==> config.mk <==
export PLATFORM = sky130hd
export DESIGN_NAME = vsensor_ctrl
export DESIGN_NICKNAME = d
export VERILOG_FILES = /design/src/rtl/vsensor_ctrl.sv
export SDC_FILE = /design/constraint.sdc
export NUM_CORES = 1
export LEC_CHECK = 0
export BUFFER_PORTS_ARGS = -buffer_cell sky130_fd_sc_hd__buf_2
export CAP_MARGIN = 30
export CORE_MARGIN = 5
export CORE_UTILIZATION = 50
export CTS_CLUSTER_DIAMETER = 100
export DETAILED_ROUTE_END_ITERATION = 7
export PLACE_DENSITY_LB_ADDON = 0.3
export SLEW_MARGIN = 40
export SYNTH_ARGS = -nofsm -noshare
export SYNTH_HDL_FRONTEND = slang
export SYNTH_SLANG_ARGS = --single-unit
==> constraint.sdc <==
create_clock -name clk -period 2.6 [get_ports clk]
set_input_delay 0 -clock clk [delete_from_list [all_inputs] [get_ports clk]]
set_output_delay 0 -clock clk [all_outputs]
set_load 0.02 [all_outputs]
==> src/rtl/vsensor_ctrl.sv <==
// Voltage sensor readout controller: calibrate, collect 2^AVG_LOG2 samples, report truncated average.
// Optional per-burst min/max tracking enabled by defining VSENSOR_MINMAX_EN.
module vsensor_ctrl #(
   parameter int unsigned AVG_LOG2 = 3,
   parameter int unsigned TIMEOUT  = 1024
) (
   input  logic       clk,
   input  logic       rstn,
   input  logic       start,
   input  logic [9:0] offset_cfg,
   output logic       sen_en,
   output logic       sen_calib,
   output logic [9:0] sen_offset,
   input  logic       sen_valid,
   input  logic       sen_calib_done,
   input  logic [9:0] sen_data,
   output logic       busy,
   output logic       done,
   output logic [9:0] avg_data,
   output logic       timeout_err,
   output logic [9:0] min_data,
   output logic [9:0] max_data
);

   localparam int unsigned DW    = 10;
   localparam int unsigned ACC_W = DW + AVG_LOG2;
   localparam int unsigned CNT_W = AVG_LOG2 + 1;
   localparam int unsigned TMR_W = $clog2(TIMEOUT);

   localparam logic [CNT_W-1:0] LAST_CNT = CNT_W'((1 << AVG_LOG2) - 1);
   localparam logic [TMR_W-1:0] TMR_MAX  = TMR_W'(TIMEOUT - 1);

   localparam logic [2:0] ST_IDLE   = 3'd0;
   localparam logic [2:0] ST_CALIB  = 3'd1;
   localparam logic [2:0] ST_SAMPLE = 3'd2;
   localparam logic [2:0] ST_DONE   = 3'd3;
   localparam logic [2:0] ST_ERR    = 3'd4;

   logic [2:0]       state_q, state_d;
   logic [ACC_W-1:0] acc_q, acc_d;
   logic [CNT_W-1:0] cnt_q, cnt_d;
   logic [TMR_W-1:0] tmr_q, tmr_d;
   logic [DW-1:0]    offset_q, offset_d;
   logic [DW-1:0]    avg_q, avg_d;
   logic             err_q, err_d;
   logic             sen_en_q, sen_en_d;
   logic             sen_calib_q, sen_calib_d;
   logic             busy_q, busy_d;
   logic             done_q, done_d;
   logic [ACC_W-1:0] sum_c;

   assign sum_c = acc_q + ACC_W'(sen_data);

`ifdef VSENSOR_MINMAX_EN
   logic [DW-1:0] mn_q, mn_d, mx_q, mx_d;
   logic [DW-1:0] min_out_q, min_out_d, max_out_q, max_out_d;
   logic [DW-1:0] mn_next_c, mx_next_c;

   // First sample of a burst seeds both trackers
   assign mn_next_c = (cnt_q == '0 || sen_data < mn_q) ? sen_data : mn_q;
   assign mx_next_c = (cnt_q == '0 || sen_data > mx_q) ? sen_data : mx_q;
`endif

   always_comb begin
      state_d     = state_q;
      acc_d       = acc_q;
      cnt_d       = cnt_q;
      tmr_d       = tmr_q;
      offset_d    = offset_q;
      avg_d       = avg_q;
      err_d       = err_q;
      sen_en_d    = 1'b0;
      sen_calib_d = 1'b0;
      busy_d      = 1'b0;
      done_d      = 1'b0;
`ifdef VSENSOR_MINMAX_EN
      mn_d        = mn_q;
      mx_d        = mx_q;
      min_out_d   = min_out_q;
      max_out_d   = max_out_q;
`endif
      case (state_q)
         ST_IDLE: begin
            if (start) begin
               offset_d = offset_cfg;
               err_d    = 1'b0;
               acc_d    = '0;
               cnt_d    = '0;
               tmr_d    = '0;
               state_d  = ST_CALIB;
            end
         end
         ST_CALIB: begin
            if (sen_calib_done) begin
               tmr_d   = '0;
               state_d = ST_SAMPLE;
            end else if (tmr_q == TMR_MAX) begin
               state_d = ST_ERR;
            end else begin
               tmr_d = tmr_q + TMR_W'(1);
            end
         end
         ST_SAMPLE: begin
            // An arriving sample beats the timeout in the same cycle
            if (sen_valid) begin
               acc_d = sum_c;
               cnt_d = cnt_q + CNT_W'(1);
               tmr_d = '0;
`ifdef VSENSOR_MINMAX_EN
               mn_d  = mn_next_c;
               mx_d  = mx_next_c;
`endif
               if (cnt_q == LAST_CNT) begin
                  avg_d   = DW'(sum_c >> AVG_LOG2);
`ifdef VSENSOR_MINMAX_EN
                  min_out_d = mn_next_c;
                  max_out_d = mx_next_c;
`endif
                  state_d = ST_DONE;
               end
            end else if (tmr_q == TMR_MAX) begin
               state_d = ST_ERR;
            end else begin
               tmr_d = tmr_q + TMR_W'(1);
            end
         end
         ST_DONE: state_d = ST_IDLE;
         ST_ERR:  state_d = ST_IDLE;
         default: state_d = ST_IDLE;
      endcase

      // Registered outputs decoded from the next state
      sen_en_d    = (state_d == ST_CALIB) || (state_d == ST_SAMPLE);
      sen_calib_d = (state_d == ST_CALIB);
      busy_d      = sen_en_d;
      done_d      = (state_d == ST_DONE);
      if (state_d == ST_ERR) err_d = 1'b1;
   end

   always_ff @(posedge clk or negedge rstn) begin
      if (!rstn) begin
         state_q     <= ST_IDLE;
         acc_q       <= '0;
         cnt_q       <= '0;
         tmr_q       <= '0;
         offset_q    <= '0;
         avg_q       <= '0;
         err_q       <= 1'b0;
         sen_en_q    <= 1'b0;
         sen_calib_q <= 1'b0;
         busy_q      <= 1'b0;
         done_q      <= 1'b0;
      end else begin
         state_q     <= state_d;
         acc_q       <= acc_d;
         cnt_q       <= cnt_d;
         tmr_q       <= tmr_d;
         offset_q    <= offset_d;
         avg_q       <= avg_d;
         err_q       <= err_d;
         sen_en_q    <= sen_en_d;
         sen_calib_q <= sen_calib_d;
         busy_q      <= busy_d;
         done_q      <= done_d;
      end
   end

`ifdef VSENSOR_MINMAX_EN
   always_ff @(posedge clk or negedge rstn) begin
      if (!rstn) begin
         mn_q      <= '0;
         mx_q      <= '0;
         min_out_q <= '0;
         max_out_q <= '0;
      end else begin
         mn_q      <= mn_d;
         mx_q      <= mx_d;
         min_out_q <= min_out_d;
         max_out_q <= max_out_d;
      end
   end

   assign min_data = min_out_q;
   assign max_data = max_out_q;
`else
   assign min_data = '0;
   assign max_data = '0;
`endif

   assign sen_en      = sen_en_q;
   assign sen_calib   = sen_calib_q;
   assign sen_offset  = offset_q;
   assign busy        = busy_q;
   assign done        = done_q;
   assign avg_data    = avg_q;
   assign timeout_err = err_q;

endmodule
==> implementation parameters <==
Parameter                              Value

Synth
  Mean instance size in the synthesized netlist ... 10.7 um^2
  Ys Warns ... 0
  Top_reg_cell synth ... sky130_fd_sc_hd__dfrtp_1
  Cell Area, Synth ... 3020 um^2
  Count of mapped cells out of synthesis ... 282
  Portion of the post-synthesis area used by sequential elements ... 44.8%
  Async set or reset register ratio after synthesis ... 100%
  Synth Register Bits ... 54
  Synth unique cells ... 51
  EDFF count, synth ... 0

Floorplan
  Number of I/O pins ... 70
  Die area ... 7690 um^2
  Number of standard-cell rows in the floorplan ... 28
  Effective utilization at floorplan ... 51.3%
  Die span in y ... 87.7 um
  Core ar. ... 5890 um^2
  Chip width ... 87.7 um

Finish
  Nets ... 383
  Count of filler cells inserted in the layout ... 513
  Antenna Diode Count ... 0
  Most common cell after layout, fill and taps aside ... sky130_fd_sc_hd__dfrtp_1
  Share of cells above drive strength 1 ... 26.3%
  Area occupied by multi-input gates ... 1490 um^2
  Layout overhead on the synthesized area ... 16.0%
  Register area ... 1350 um^2
  Most frequent cells in the layout ... sky130_fd_sc_hd__dfrtp_1, sky130_fd_sc_hd__buf_2, sky130_fd_sc_hd__nand2_1, sky130_fd_sc_hd__nor2_1, sky130_fd_sc_hd__conb_1

Worst setup path
  Register-to-register setup slack ... 0.31 ns
  Arrival time worst endpoint ... 2.50 ns
  Critical Path Sink Type ... flip-flop
  Launch instance of the worst register-to-register path ... acc_q[0]
  Cells on worst reg2reg path ... 7
  Critical path required time ... 2.81 ns
  Worst setup path class ... flip-flop to flip-flop
  Largest fanout on the critical path ... 3
  Crit path launch type ... flip-flop
  Reg2Reg Capture Point ... avg_data[5]

Clocking
  Total number of H-tree levels ... 2
  Clock slew seen by the registers of the worst setup and hold paths ... 0.10 ns
  Skew-Pair Late Insertion Delay ... 0.31 ns
  TritonCTS clock tree ... built
  Number of clock sinks ... 54
  Root Driver ... sky130_fd_sc_hd__clkbuf_8
  CTS-repair resized insts ... 0
  CTS Buf Count ... 5
  Buffer levels on the longest clock path ... 2

Routing
  DR iter-0 viols ... 75
  Routed wire length ... 6030 um
  Routed vias/inst ... 5.21
  DR pass1 iterations ... 4
  Number of design rule violations left after detail routing ... 0
  Number of antenna-violating nets in the routed design ... 0
  Via count ... 2192
  WL/cell ... 14.3 um

Pwr
  Worst IR Drop VDD ... 0.000454 V
  Total design power ... 3.15 mW
  PD cells ... 900 nW/um^2
  Static leakage power ... 1.79 nW

STA
  Crit share post-route ... 88.0%
  Fmax ... 437 MHz
  Final Hold Fails ... 0
  Setup repair after global routing missed its margin ... no
  Worst-margin pin slew ... 0.663 ns
  Max-slew headroom at the worst pin ... 55.8%
  Number of setup violations in the final report ... 0
  Clock period minus final worst setup slack ... 2.29 ns
  Setup tns final ... 0 ns
  Clock tree skew after final layout ... 0.0119 ns
  Final-report max-slew violation count ... 0

Hold path
  Type of the most critical hold path ... input port to flip-flop
  Number of cells traversed by the worst hold path ... 3
  Min-Delay Endpoint ... state_q[1]
  Worst hold start ... sen_calib_done

Global route
  Peak-usage layer in the global routing report ... met2
  Via count of the first global-routing pass ... 2198
  Total congestion overflow ... 0
  Global Route met2 Usage ... 27.8%
  Met1 layer usage reported by global route ... 23.2%
  Largest net degree at the start of global routing ... 30
  Number of antenna violations at the first check in global routing ... 0
  Global-route wire length before repair ... 10500 um
  GRT Util Overall ... 17.3%
  Met3 GRT Util ... 3.95%

Flow run
  Max cap viols ... 0

Placement
  Global placer's final weighted congestion ... 0.874
  Port Buffers ... 49
  Post-detail-place hpwl ... 4460 um

Status
  Status ... finished, final reports clean
==> worst max-delay path by stage <==
stage / end / startpoint / cells after the start
detailed placement: avg_data[5] / acc_q[0] / 7
finish: avg_data[5] / acc_q[0] / 7
global placement: avg_data[5] / acc_q[0] / 7
CTS: avg_data[5] / acc_q[0] / 7
global route: avg_data[5] / acc_q[0] / 7
floorplan: avg_data[5] / acc_q[0] / 7
==> what timing repair did <==
action,4_1_cts,5_1_grt
setup endpoints to repair,0,0
hold endpoints to repair,37,0
hold buffers,11,0
setup buffers,0,0
==> kinds of logic (layout without fill, tap and decap cells) <==
group           Yosys count  after routing  share of synthesized area, %
mux                      19             19                          8.00
simple gates             80             80                          14.1
fa+ha+maj                13             13                          5.64
other cells               1             20                         0.124
xor+xnor                 17             17                          4.93
flops                    54             54                          44.8
compound gates           63             63                          14.4
buf+inv                  35             80                          8.08
==> cells in the mapped netlist (2+ instances only) <==
library cell	instances	area (um^2)
sky130_fd_sc_hd__a31o_2	2	17.5
sky130_fd_sc_hd__nor2b_1	2	12.5
sky130_fd_sc_hd__buf_2	2	10.0
sky130_fd_sc_hd__nand2b_1	3	18.8
sky130_fd_sc_hd__buf_6	2	22.5
sky130_fd_sc_hd__dfrtp_1	54	1350
sky130_fd_sc_hd__o21ai_0	19	95.1
sky130_fd_sc_hd__xnor2_1	10	87.6
sky130_fd_sc_hd__inv_1	6	22.5
sky130_fd_sc_hd__mux2_4	8	120
sky130_fd_sc_hd__nand3_1	7	35.0
sky130_fd_sc_hd__a21oi_1	12	60.1
sky130_fd_sc_hd__mux2i_1	2	20.0
sky130_fd_sc_hd__or3_1	3	18.8
sky130_fd_sc_hd__a22o_1	8	70.1
sky130_fd_sc_hd__buf_4	21	158
sky130_fd_sc_hd__nand2_1	26	97.6
sky130_fd_sc_hd__clkbuf_1	2	7.51
sky130_fd_sc_hd__a21o_1	6	45.0
sky130_fd_sc_hd__and3_1	4	25.0
sky130_fd_sc_hd__nor3_1	3	15.0
sky130_fd_sc_hd__ha_1	12	150
sky130_fd_sc_hd__nand4_1	2	12.5
sky130_fd_sc_hd__nor2_1	21	78.8
sky130_fd_sc_hd__xor2_1	7	61.3
sky130_fd_sc_hd__nor3b_1	2	15.0
sky130_fd_sc_hd__mux2_2	9	101
sky130_fd_sc_hd__a31oi_1	4	25.0
==> registers in the layout, indices dropped and copies added (netlist names) <==
name / count
avg_data: 10
cnt_q: 4
acc_q: 13
sen_offset: 10
tmr_q: 10
busy: 1
timeout_err: 1
state_q: 3
sen_calib: 1
done: 1
==> per-layer routing <==
| metal | share of wire (%) | vias up |
|---|---|---|
| met1 | 48 | 1060 |
| li1 | - | 1081 |
| met2 | 45 | 44 |
| met4 | 1.3 | 0 |
| met3 | 5.3 | 7 |
| met5 | 0 | - |
==> per-stage QoR <==
stage	setup WS (ns)	utilization [%]	instances	instance area, um^2	hold WS (ns)
floorplan	0.487	-	301	3090	-0.296
global placement	0.415	55.2	402	3250	0.0699
detailed placement	0.325	55.2	402	3250	0.0806
CTS	0.315	59.5	421	3500	0.0246
global route	0.223	59.5	421	3500	0.0341
finish	0.312	59.5	421	3500	0.0405
==> final cells by class <==
class | count | area share [%]
multi-input cells | 212 | 42.7
flip-flops and latches | 54 | 38.6
repair buffers | 65 | 11.2
well taps | 75 | 2.68
clock buffers | 6 | 2.36
clock inverters | 2 | 1.72
inverters | 7 | 0.751
==> power by group <==
group | total [mW] | switching [mW] | internal [mW]
sequential | 1.17 | 0.141 | 1.03
combinational | 1.29 | 0.733 | 0.561
clock | 0.689 | 0.278 | 0.411
total | 3.15 | 1.15 | 2.00
==> worst max-delay path: stages, from the launching register on <==
cell	delay [ns]
sky130_fd_sc_hd__dfrtp_1	0.40
sky130_fd_sc_hd__ha_1	0.21
sky130_fd_sc_hd__fa_1	0.40
sky130_fd_sc_hd__a21o_1	0.20
sky130_fd_sc_hd__a221oi_2	0.36
sky130_fd_sc_hd__o21ai_0	0.16
sky130_fd_sc_hd__xor2_1	0.17
sky130_fd_sc_hd__mux2_2	0.28
Power figures use the tool's default switching activity.
